## src/rtl/color_analyzer_pkg.sv

```systemverilog
// Shared types for the RGB332 colour analyser: FSM encoding, result codes and
// channel extraction helpers.
package color_analyzer_pkg;

  typedef enum logic [2:0] {
    IDLE,
    SCAN,
    DRAIN,
    DECIDE,
    DONE
  } state_t;

  localparam logic [2:0] RES_R    = 3'b100;
  localparam logic [2:0] RES_G    = 3'b010;
  localparam logic [2:0] RES_B    = 3'b001;
  localparam logic [2:0] RES_NONE = 3'b111;

  function automatic logic [2:0] px_r(input logic [7:0] px);
    return px[7:5];
  endfunction

  function automatic logic [2:0] px_g(input logic [7:0] px);
    return px[4:2];
  endfunction

  // Blue is only 2 bits; replicating its MSB gives a 0..7 scale like R and G.
  function automatic logic [2:0] px_b(input logic [7:0] px);
    return {px[1:0], px[1]};
  endfunction

endpackage

```

## src/rtl/color_analyzer_acc.sv

```systemverilog
// Saturating unsigned channel accumulator with synchronous clear and enable.
module color_analyzer_acc #(
  parameter int SUM_W = 18
) (
  input  logic             clk,
  input  logic             rst_n,
  input  logic             clr,
  input  logic             en,
  input  logic [2:0]       sample,
  output logic [SUM_W-1:0] sum
);

  function automatic logic [SUM_W-1:0] sat_add(input logic [SUM_W-1:0] a,
                                                input logic [2:0]       b);
    logic [SUM_W:0] s;
    s = {1'b0, a} + {{(SUM_W-2){1'b0}}, b};
    return s[SUM_W] ? {SUM_W{1'b1}} : s[SUM_W-1:0];
  endfunction

  always_ff @(posedge clk or negedge rst_n) begin
    if (!rst_n)
      sum <= '0;
    else if (clr)
      sum <= '0;
    else if (en)
      sum <= sat_add(sum, sample);
  end

endmodule

```

## src/rtl/color_analyzer.sv

```systemverilog
// Frame-buffer colour analyser: scans an RGB332 frame, sums each channel and
// reports the dominant one. Optional region of interest: COLOR_ANALYZER_ROI_EN.
module color_analyzer
  import color_analyzer_pkg::*;
#(
  parameter int IMG_W  = 160,
  parameter int IMG_H  = 120,
  parameter int ADDR_W = 15,
  parameter int RD_LAT = 1,
  parameter int SUM_W  = 18,
  parameter int MARGIN = 0,
  localparam int XW = (IMG_W > 1) ? $clog2(IMG_W) : 1,
  localparam int YW = (IMG_H > 1) ? $clog2(IMG_H) : 1
) (
  input  logic              clk,
  input  logic              rst_n,
  input  logic              start,
  input  logic              abort,
  output logic [ADDR_W-1:0] addr,
  output logic              rd_en,
  input  logic [7:0]        data,
  output logic              busy,
  output logic              done,
  output logic              res_valid,
  output logic [2:0]        res,
`ifdef COLOR_ANALYZER_ROI_EN
  input  logic [XW-1:0]     roi_x0,
  input  logic [XW-1:0]     roi_x1,
  input  logic [YW-1:0]     roi_y0,
  input  logic [YW-1:0]     roi_y1,
`endif
  output logic [SUM_W-1:0]  sum_r,
  output logic [SUM_W-1:0]  sum_g,
  output logic [SUM_W-1:0]  sum_b
);

  localparam int N  = IMG_W * IMG_H;
  localparam int DW = (RD_LAT > 1) ? $clog2(RD_LAT) : 1;
  localparam logic [ADDR_W-1:0] LAST_ADDR = ADDR_W'(N - 1);

  state_t            state;
  logic [DW-1:0]     drain_cnt;
  logic [RD_LAT-1:0] vld_p;
  logic              abort_act;
  logic              clr_sums;
  logic              acc_en;
  logic [2:0]        decision;

  assign abort_act = abort && (state == SCAN || state == DRAIN || state == DECIDE);
  assign clr_sums  = (state == IDLE) && start;

  // FSM, address generator and registered handshake outputs
  always_ff @(posedge clk or negedge rst_n) begin
    if (!rst_n) begin
      state     <= IDLE;
      addr      <= '0;
      rd_en     <= 1'b0;
      busy      <= 1'b0;
      done      <= 1'b0;
      res_valid <= 1'b0;
      res       <= 3'b000;
      drain_cnt <= '0;
    end else begin
      done <= 1'b0;
      if (abort_act) begin
        state <= IDLE;
        addr  <= '0;
        rd_en <= 1'b0;
        busy  <= 1'b0;
      end else begin
        case (state)
          IDLE: if (start) begin
            state     <= SCAN;
            addr      <= '0;
            rd_en     <= 1'b1;
            busy      <= 1'b1;
            res_valid <= 1'b0;
          end
          SCAN: if (addr == LAST_ADDR) begin
            state     <= DRAIN;
            addr      <= '0;
            rd_en     <= 1'b0;
            drain_cnt <= '0;
          end else begin
            addr <= addr + 1'b1;
          end
          DRAIN: if (drain_cnt == DW'(RD_LAT - 1))
            state <= DECIDE;
          else
            drain_cnt <= drain_cnt + 1'b1;
          DECIDE: begin
            state     <= DONE;
            res       <= decision;
            busy      <= 1'b0;
            done      <= 1'b1;
            res_valid <= 1'b1;
          end
          DONE:    state <= IDLE;
          default: state <= IDLE;
        endcase
      end
    end
  end

  // Read-valid pipe p0..p(RD_LAT-1); last tap lines up with data
  always_ff @(posedge clk or negedge rst_n) begin
    if (!rst_n) begin
      vld_p <= '0;
    end else if (abort_act) begin
      vld_p <= '0;
    end else begin
      vld_p[0] <= rd_en;
      for (int i = 1; i < RD_LAT; i++)
        vld_p[i] <= vld_p[i-1];
    end
  end

`ifdef COLOR_ANALYZER_ROI_EN
  logic [XW-1:0] x_cnt, win_x0, win_x1;
  logic [YW-1:0] y_cnt, win_y0, win_y1;
  logic [XW-1:0] x_p [RD_LAT];
  logic [YW-1:0] y_p [RD_LAT];
  logic          in_win;

  // Pixel coordinates follow addr; window bounds are frozen at start
  always_ff @(posedge clk or negedge rst_n) begin
    if (!rst_n) begin
      x_cnt <= '0;
      y_cnt <= '0;
    end else if (clr_sums || abort_act || (state == SCAN && addr == LAST_ADDR)) begin
      x_cnt <= '0;
      y_cnt <= '0;
    end else if (state == SCAN) begin
      if (x_cnt == XW'(IMG_W - 1)) begin
        x_cnt <= '0;
        y_cnt <= y_cnt + 1'b1;
      end else begin
        x_cnt <= x_cnt + 1'b1;
      end
    end
  end

  always_ff @(posedge clk) begin
    if (clr_sums) begin
      win_x0 <= roi_x0;
      win_x1 <= roi_x1;
      win_y0 <= roi_y0;
      win_y1 <= roi_y1;
    end
    x_p[0] <= x_cnt;
    y_p[0] <= y_cnt;
    for (int i = 1; i < RD_LAT; i++) begin
      x_p[i] <= x_p[i-1];
      y_p[i] <= y_p[i-1];
    end
  end

  assign in_win = (x_p[RD_LAT-1] >= win_x0) && (x_p[RD_LAT-1] <= win_x1) &&
                  (y_p[RD_LAT-1] >= win_y0) && (y_p[RD_LAT-1] <= win_y1);
  assign acc_en = vld_p[RD_LAT-1] && in_win;
`else
  assign acc_en = vld_p[RD_LAT-1];
`endif

  color_analyzer_acc #(.SUM_W(SUM_W)) u_acc_r (
    .clk(clk), .rst_n(rst_n), .clr(clr_sums), .en(acc_en), .sample(px_r(data)), .sum(sum_r)
  );
  color_analyzer_acc #(.SUM_W(SUM_W)) u_acc_g (
    .clk(clk), .rst_n(rst_n), .clr(clr_sums), .en(acc_en), .sample(px_g(data)), .sum(sum_g)
  );
  color_analyzer_acc #(.SUM_W(SUM_W)) u_acc_b (
    .clk(clk), .rst_n(rst_n), .clr(clr_sums), .en(acc_en), .sample(px_b(data)), .sum(sum_b)
  );

  // One extra bit keeps sum + MARGIN from wrapping
  logic [SUM_W:0] wr, wg, wb, wm;
  assign wr = {1'b0, sum_r};
  assign wg = {1'b0, sum_g};
  assign wb = {1'b0, sum_b};
  assign wm = (SUM_W+1)'(MARGIN);

  always_comb begin
    decision = RES_NONE;
    if (wr > wg + wm && wr > wb + wm)
      decision = RES_R;
    else if (wg > wr + wm && wg > wb + wm)
      decision = RES_G;
    else if (wb > wr + wm && wb > wg + wm)
      decision = RES_B;
  end

endmodule

```

## config.mk

```make
export PLATFORM = sky130hd
export DESIGN_NAME = color_analyzer
export DESIGN_NICKNAME = d
export VERILOG_FILES = /design/src/rtl/color_analyzer_pkg.sv /design/src/rtl/color_analyzer_acc.sv /design/src/rtl/color_analyzer.sv
export SDC_FILE = /design/constraint.sdc
export NUM_CORES = 1
export LEC_CHECK = 0
export CAP_MARGIN = 30
export CORE_ASPECT_RATIO = 0.6
export CORE_MARGIN = 2
export CORE_UTILIZATION = 56
export CTS_BUF_LIST = sky130_fd_sc_hd__clkbuf_4
export DETAILED_ROUTE_END_ITERATION = 16
export GPL_ROUTABILITY_DRIVEN = 0
export PLACE_DENSITY_LB_ADDON = 0.1
export SLEW_MARGIN = 20
export SYNTH_ARGS = -nofsm -noshare
export SYNTH_HDL_FRONTEND = slang
export SYNTH_SLANG_ARGS = --single-unit
```

## constraint.sdc

```tcl
create_clock -name clk -period 2.9 [get_ports clk]
set_input_delay 0.725 -clock clk [delete_from_list [all_inputs] [get_ports clk]]
set_output_delay 0.725 -clock clk [all_outputs]
set_load 0.05 [all_outputs]
```

==> flow_summary.ini <==
[pwr]
leakage_nw = 3.215
irDropWorstVdd_mv = 0.5470
p_per_area_nw_per_um2 = 744.5

[layout]
nets = 849
fillers = 662
regArea_um2 = 2002
final_layout_size_suffix_gt1_frac = 0.1213
multiInputGateArea_um2 = 3222
design_area_um2 = 7138
most-common-layout-cells = clkdlybuf4s50_1, dfrtp_1, buf_4
syn_to_final_growth_pct = 29.57
diodes = 0
final_common_cell = clkdlybuf4s50_1

[sta]
timing.final.ws_setup_ns = 0.07182
period_share = 0.9752
hold_ws_ns = 0.2617
final.min_clock_period_ns = 2.828
worstMarginPinSlew_ns = 0.8789
hold_violations = 0
grt_setup_unrepaired = yes
max_freq_ghz = 0.3536
setup_viol_count_final = 0
report.final.slew_viol_count = 0
relSlewSlack = 0.4126
fin_worst_skew_ns = 0.02309

[route]
wl_mm = 17.53
num_vias = 5765
drc = 0
drtIter0Drc = 914
drtAntennaViolNets = 0
wl_per_cell_um = 19.37
drt-pass1-iter-count = 5
routed_via_density = 6.370

[synth]
syn-cell-area_um2 = 5509
synth-edff-count = 0
async_flop_share = 1.000
ys.flop_type = dfrtp_1
yosysSeqAreaShare = 0.3634
yosys_register_bits = 80
synthDistinctLibCells = 51
synth_area_leaders = dfrtp_1, ha_1, inv_1
synth_top_cell_area_share = 0.3634
yosys.area.top_type = dfrtp_1
syn_inst = 630
synth.avg_cell_area_um2 = 8.744
syn_nets = 709
yosysWarnings = 0

[global_route]
grt_usage = 0.3383
grt_overflow = 0
grt_pass1_vias = 5370
grt_max_degree = 46
antenna_found_initial = 0
grt_first_pass_wirelength_mm = 27.92

[placed_design]
place_ws_ns = -0.4620
port-buffer-count = 87
dp_hpwl_mm = 13.46
placed_area_um2 = 6932

[worst_setup_path]
cp-start-kind = input port
startpoint = data[2]
ff2ff_setup_slack_ns = 0.20
slowest_stage = or4_4
cp.required_ns = 3.26
crit_fanout = 6
r2r_cells = 9
r2r_end = res[0]
path_cells = clkdlybuf4s50_1 > ha_1 > inv_1 > fa_1 > nor2b_1 > o21ai_1 > or4_4 > and4_1 > a311oi_1
criticalPathCategory = in -> reg
critPathCaptureType = flip-flop
crit_arrival_ns = 3.19
critical-path-max-stage-delay_ns = 0.54
r2r_start = u_acc_r.sum[3]

[clock_network]
insertion_delay_ns = 0.47
cts_sinks = 80
clockBufferDepth = 2
htree_num_levels = 3
cts_tree = yes
cts_root_buf = clkbuf_4
clkSlewWorstSetupHoldPaths_ns = 0.15
cts_buffers = 9

[min_path]
hold_path_class = in -> async

[floorplan]
core_area_um2 = 9358
dieArea_um2 = 10670
rows = 27
die_w_um = 132.0
fp.dieH_um = 80.83
start_util = 0.5887
ios = 88

[outcome]
outcome = finished clean

[flow_run]
cap_violations = 0
==> layout make-up <==
cell class	instances	area share
tap	130	0.02279
timing repair buffer	152	0.1900
clock buffer	9	0.009465
inverter	59	0.03103
sequential	80	0.2805
clock inverter	7	0.01490
multi-input combinational	468	0.4514
==> sequential cells by signal (all words and copies together), names as in the netlist <==
signal	flops
u_acc_b.sum	18
u_acc_g.sum	18
u_acc_r.sum	18
addr	15
res	3
state	3
acc_en	1
busy	1
done	1
rd_en	1
res_valid	1
==> through the flow <==
step / setup TNS (ns) / util / total power (W) / cells
6_report: 0 / 0.7628 / 0.005314 / 905
5_1_grt: 0 / 0.7628 / 0.005624 / 905
4_1_cts: 0 / 0.7593 / 0.005223 / 904
3_5_place_dp: -11.32 / 0.7407 / 0.004399 / 888
3_3_place_gp: -6.791 / 0.7407 / 0.004277 / 888
2_1_floorplan: 0 / - / 0.003300 / 630
==> kinds of logic after synthesis <==
logic type	count (synthesis)	synth area share
buffers and inverters	82	0.05632
adders and majority gates	67	0.1563
and+or+nand+nor	217	0.2042
AOI/OAI and AO/OA	171	0.1983
DFF	80	0.3634
xor gates and xnor gates	10	0.01590
muxes	3	0.005678
==> synthesized netlist by cell type, drive strengths merged, types with 3 or more instances <==
library cell and n:
inv 59, a21oi 39, clkbuf 20, nor2 52
nor2b 9, buf 3, a31oi 22, a211oi 20
a21o 14, a41oi 3, fa 3, or4 3
a311oi 9, nor3 25, nand3 20, dfrtp 80
xnor2 4, xor2 6, and3 13, a2111oi 3
and4 3, nand2 36, ha 64, o31ai 6
nand4 26, nor4b 4, o21ai 42, nor4 8
and2 8, nand2b 4
==> per-layer routing <==
metal / GRT usage / part of all wire / vias up / routed length (um)
met2: 0.4984 / 0.42 / 361 / 7310
met5: 0 / 0 / - / 0
met4: 0.08696 / 0.016 / 0 / 274
met3: 0.08427 / 0.12 / 38 / 2115
li1: - / - / 2611 / -
met1: 0.4988 / 0.45 / 2755 / 7825
==> what timing repair did <==
action,4_1_cts,5_1_grt
hold buffers,0,0
resized for setup,0,6
buffers inserted,0,1
endpoints found under the setup margin,0,8
endpoints found under the hold margin,0,0
==> worst max-delay path: cells and delay by family <==
kind | cells | cell delay, ns
buffers and inverters | 2 | 0.51
adder cells (fa/ha/maj) | 2 | 0.54
AND/OR/NAND/NOR | 3 | 0.97
AO/OA/AOI/OAI | 2 | 0.45
==> worst max path at each step <==
stage | endpoint | slack (ns) | cells after the start
after detailed placement | u_acc_g.sum[7] | -0.46 | 9
after global routing | u_acc_r.sum[16] | 0.004 | 12
after CTS | u_acc_g.sum[7] | 0.03 | 9
after floorplan | u_acc_g.sum[3] | 0.04 | 11
final | u_acc_g.sum[7] | 0.07 | 9
after global placement | u_acc_r.sum[16] | -0.33 | 12
==> where the power goes <==
group	internal [W]	leakage (nW)	total (W)	switching, W
Combinational	0.00114	2.03	0.00297	0.00183
Clock	0.000367	0.0938	0.000821	0.000453
Sequential	0.00128	1.09	0.00153	0.000244
Total	0.00279	3.22	0.00531	0.00253
(Power assumes the default switching activity.)
==> edit: new RTL, same settings <==
Set the parameter `IMG_W` to 240 (it was 160).
--- a/src/rtl/color_analyzer.sv
+++ b/src/rtl/color_analyzer.sv
@@ -3,7 +3,7 @@
 module color_analyzer
   import color_analyzer_pkg::*;
 #(
-  parameter int IMG_W  = 160,
+  parameter int IMG_W  = 240,
   parameter int IMG_H  = 120,
   parameter int ADDR_W = 15,
   parameter int RD_LAT = 1,
Function: no difference found for any inputs over 10 cycles, from zero or initial values and one cycle with rst_n low; that may be too few to reach the edited logic, so the function may still have changed.
==> edit against the original RTL <==
Area after synthesis is 0.14% lower; non-clock buffer count is 2 lower; hold slack worse by 0.085 ns; total power is 7.3% higher; synthesized cell count is 0.48% lower; design area is 0.75% higher; sequential cell count stayed put; setup slack better by 0.039 ns; routed wire length hardly changed; critical path type unchanged; critical endpoint is now u_acc_b.sum[11]; largest cell class unchanged; highest routed layer unchanged.
==> edit: results (changes against the original RTL) <==
status:
  outcome: "finished clean"
layout:
  num_antenna_cells: 0  # unchanged
  drive_above_1_share: 0.130  # +0.00903
  fillers: 640  # -3.3%
  largest_registers: "u_acc_b.sum: 18 flops, u_acc_g.sum: 18 flops, u_acc_r.sum: 18 flops"
  fin_nets: 849  # unchanged
worst_setup_path:
  rr_endpoint: "res[1]"
  r2r_start: "u_acc_r.sum[8]"
  r2r_cells: 9  # unchanged
  critPathArrivalTime_ns: 3.17  # -0.02 ns
  crit_path_top_delay_cell: "clkdlybuf4s50_1"
  reg2reg_slack_ns: 0.14  # -0.06 ns
  path_max_fanout: 7  # +1
  crit_end: "u_acc_b.sum[11]"
  max_stage_delay_ns: 0.48  # -0.06 ns
  cpLargestDelayFamily: "simple AND/OR/NAND/NOR gates"
  startpoint: "data[1]"
synth:
  synthXorXnorAreaFrac: 0.0175  # +0.00161
  ys_warn_count: 0  # unchanged
  synth.area.top_cells: "dfrtp_1 (36%), ha_1 (15%), a21oi_1 (4.5%), o21ai_0 (4.3%), inv_1 (3.8%)"
  synth_edf_count: 0  # unchanged
  synth.distinct_cells: 60  # +18%
  synth_commonest_cells: "dfrtp_1 (80), ha_1 (64), inv_1 (55), nor2_1 (52), a21oi_1 (49)"
  synth-async-reset-ratio: 1.00  # unchanged
  synth_compound_gate_area_share: 0.215  # +0.0171
  synthesis.nets: 706  # -0.42%
  ys_seq_area_frac: 0.364  # +0.000496
  synth_fa_ha_area_frac: 0.156  # +0.000213
  synth.area.mux_share: 0.00751  # +0.00183
clocking:
  htreeDepth: 3  # unchanged
  numCtsBuffers: 9  # unchanged
  postCtsSetupBuffers: 0  # unchanged
  path_clk_slew_ns: 0.13  # -0.02 ns
  clock_path_buffers: 2  # unchanged
  clock_latency_ns: 0.48
  cts-root-buf: "clkbuf_4"
route:
  met3_length_mm: 2.00  # -5.6%
  post_drt_wl_per_cell_um: 19.4  # about the same
  vias_per_cell: 6.37  # unchanged
  drt_iter0_markers: 663  # -27%
  wl_met2_mm: 7.51  # +2.7%
  drt-met1-wl_mm: 7.78  # -0.60%
  highest_layer: "met4"
  first_pass_iters: 6  # +1
place:
  port_buffers: 87  # unchanged
  hpwl_mm: 13.2  # -2.1%
grt:
  grt_usage: 0.341  # +0.00290
  grt_util_met3: 0.102  # +0.0175
  grt_max_degree: 51  # +11%
  antenna_found_initial: 0  # unchanged
  grt_pass1_vias: 5469  # +1.8%
  grt_pass1_wl_mm: 28.2  # +1.1%
  grt_util_met1: 0.478  # -0.0212
  met2_usage: 0.526  # +0.0276
hold_path:
  min_path_type: "in2async"
sta:
  relSlewSlack: 0.551  # +0.138
  fin_skew_ns: 0.0199  # -0.00317 ns
pwr:
  peakVddDrop_mv: 0.536  # -2.0%
  leakage_nw: 3.30  # +2.7%
[edit: power breakdown]
group	internal, mW	leakage (nW)	total [mW]	switching (mW)
registers	1.30	1.08	1.50	0.208
clock network	0.517	0.107	0.946	0.429
logic	1.24	2.11	3.25	2.01
[edit: worst min path at each step]
stage | startpoint | to | slack (ns) | cells after the start
2_1_floorplan | rst_n | acc_en | 0.43 | 0
3_3_place_gp | res_valid | res_valid | 0.46 | 2
3_5_place_dp | res_valid | res_valid | 0.47 | 2
4_1_cts | rst_n | addr[4] | 0.18 | 1
5_1_grt | rst_n | addr[6] | 0.18 | 1
6_report | rst_n | u_acc_r.sum[17] | 0.18 | 1
[edit: what timing repair did]
item | CTS | global route
gates cloned | 0 | 0
resized for setup | 1 | 10
pin swaps | 1 | 5
endpoints found under the setup margin | 3 | 13
[edit: cell families (layout without fill, tap and decap cells)]
group | count (synthesis) | in the layout
AND/OR/NAND/NOR | 205 | 205
AO/OA/AOI/OAI | 187 | 187
flip-flops | 80 | 80
buffers and inverters | 73 | 221
adder cells (fa/ha/maj) | 67 | 67
XOR/XNOR | 11 | 11
multiplexers | 4 | 4
[edit: stage by stage]
step	cell area, µm²	cells	hold WS (ns)	power, mW	setup WS (ns)
final	7190	905	0.177	5.70	0.111
after global routing	7190	905	0.183	6.00	0.00440
after global placement	6940	889	0.460	4.47	-0.339
after floorplan	5500	627	0.429	3.42	0.164
after detailed placement	6940	889	0.466	4.62	-0.495
after CTS	7140	905	0.179	5.57	0.0227
[edit: area by class of cell]
cell class | count | area (µm²) | area share
clock buffer | 9 | 67.6 | 0.00939
timing repair buffer | 150 | 1350 | 0.188
inverter | 55 | 206 | 0.0287
multi-input combinational | 474 | 3270 | 0.454
sequential | 80 | 2000 | 0.278
clock inverter | 7 | 134 | 0.0186
tap | 130 | 163 | 0.0226
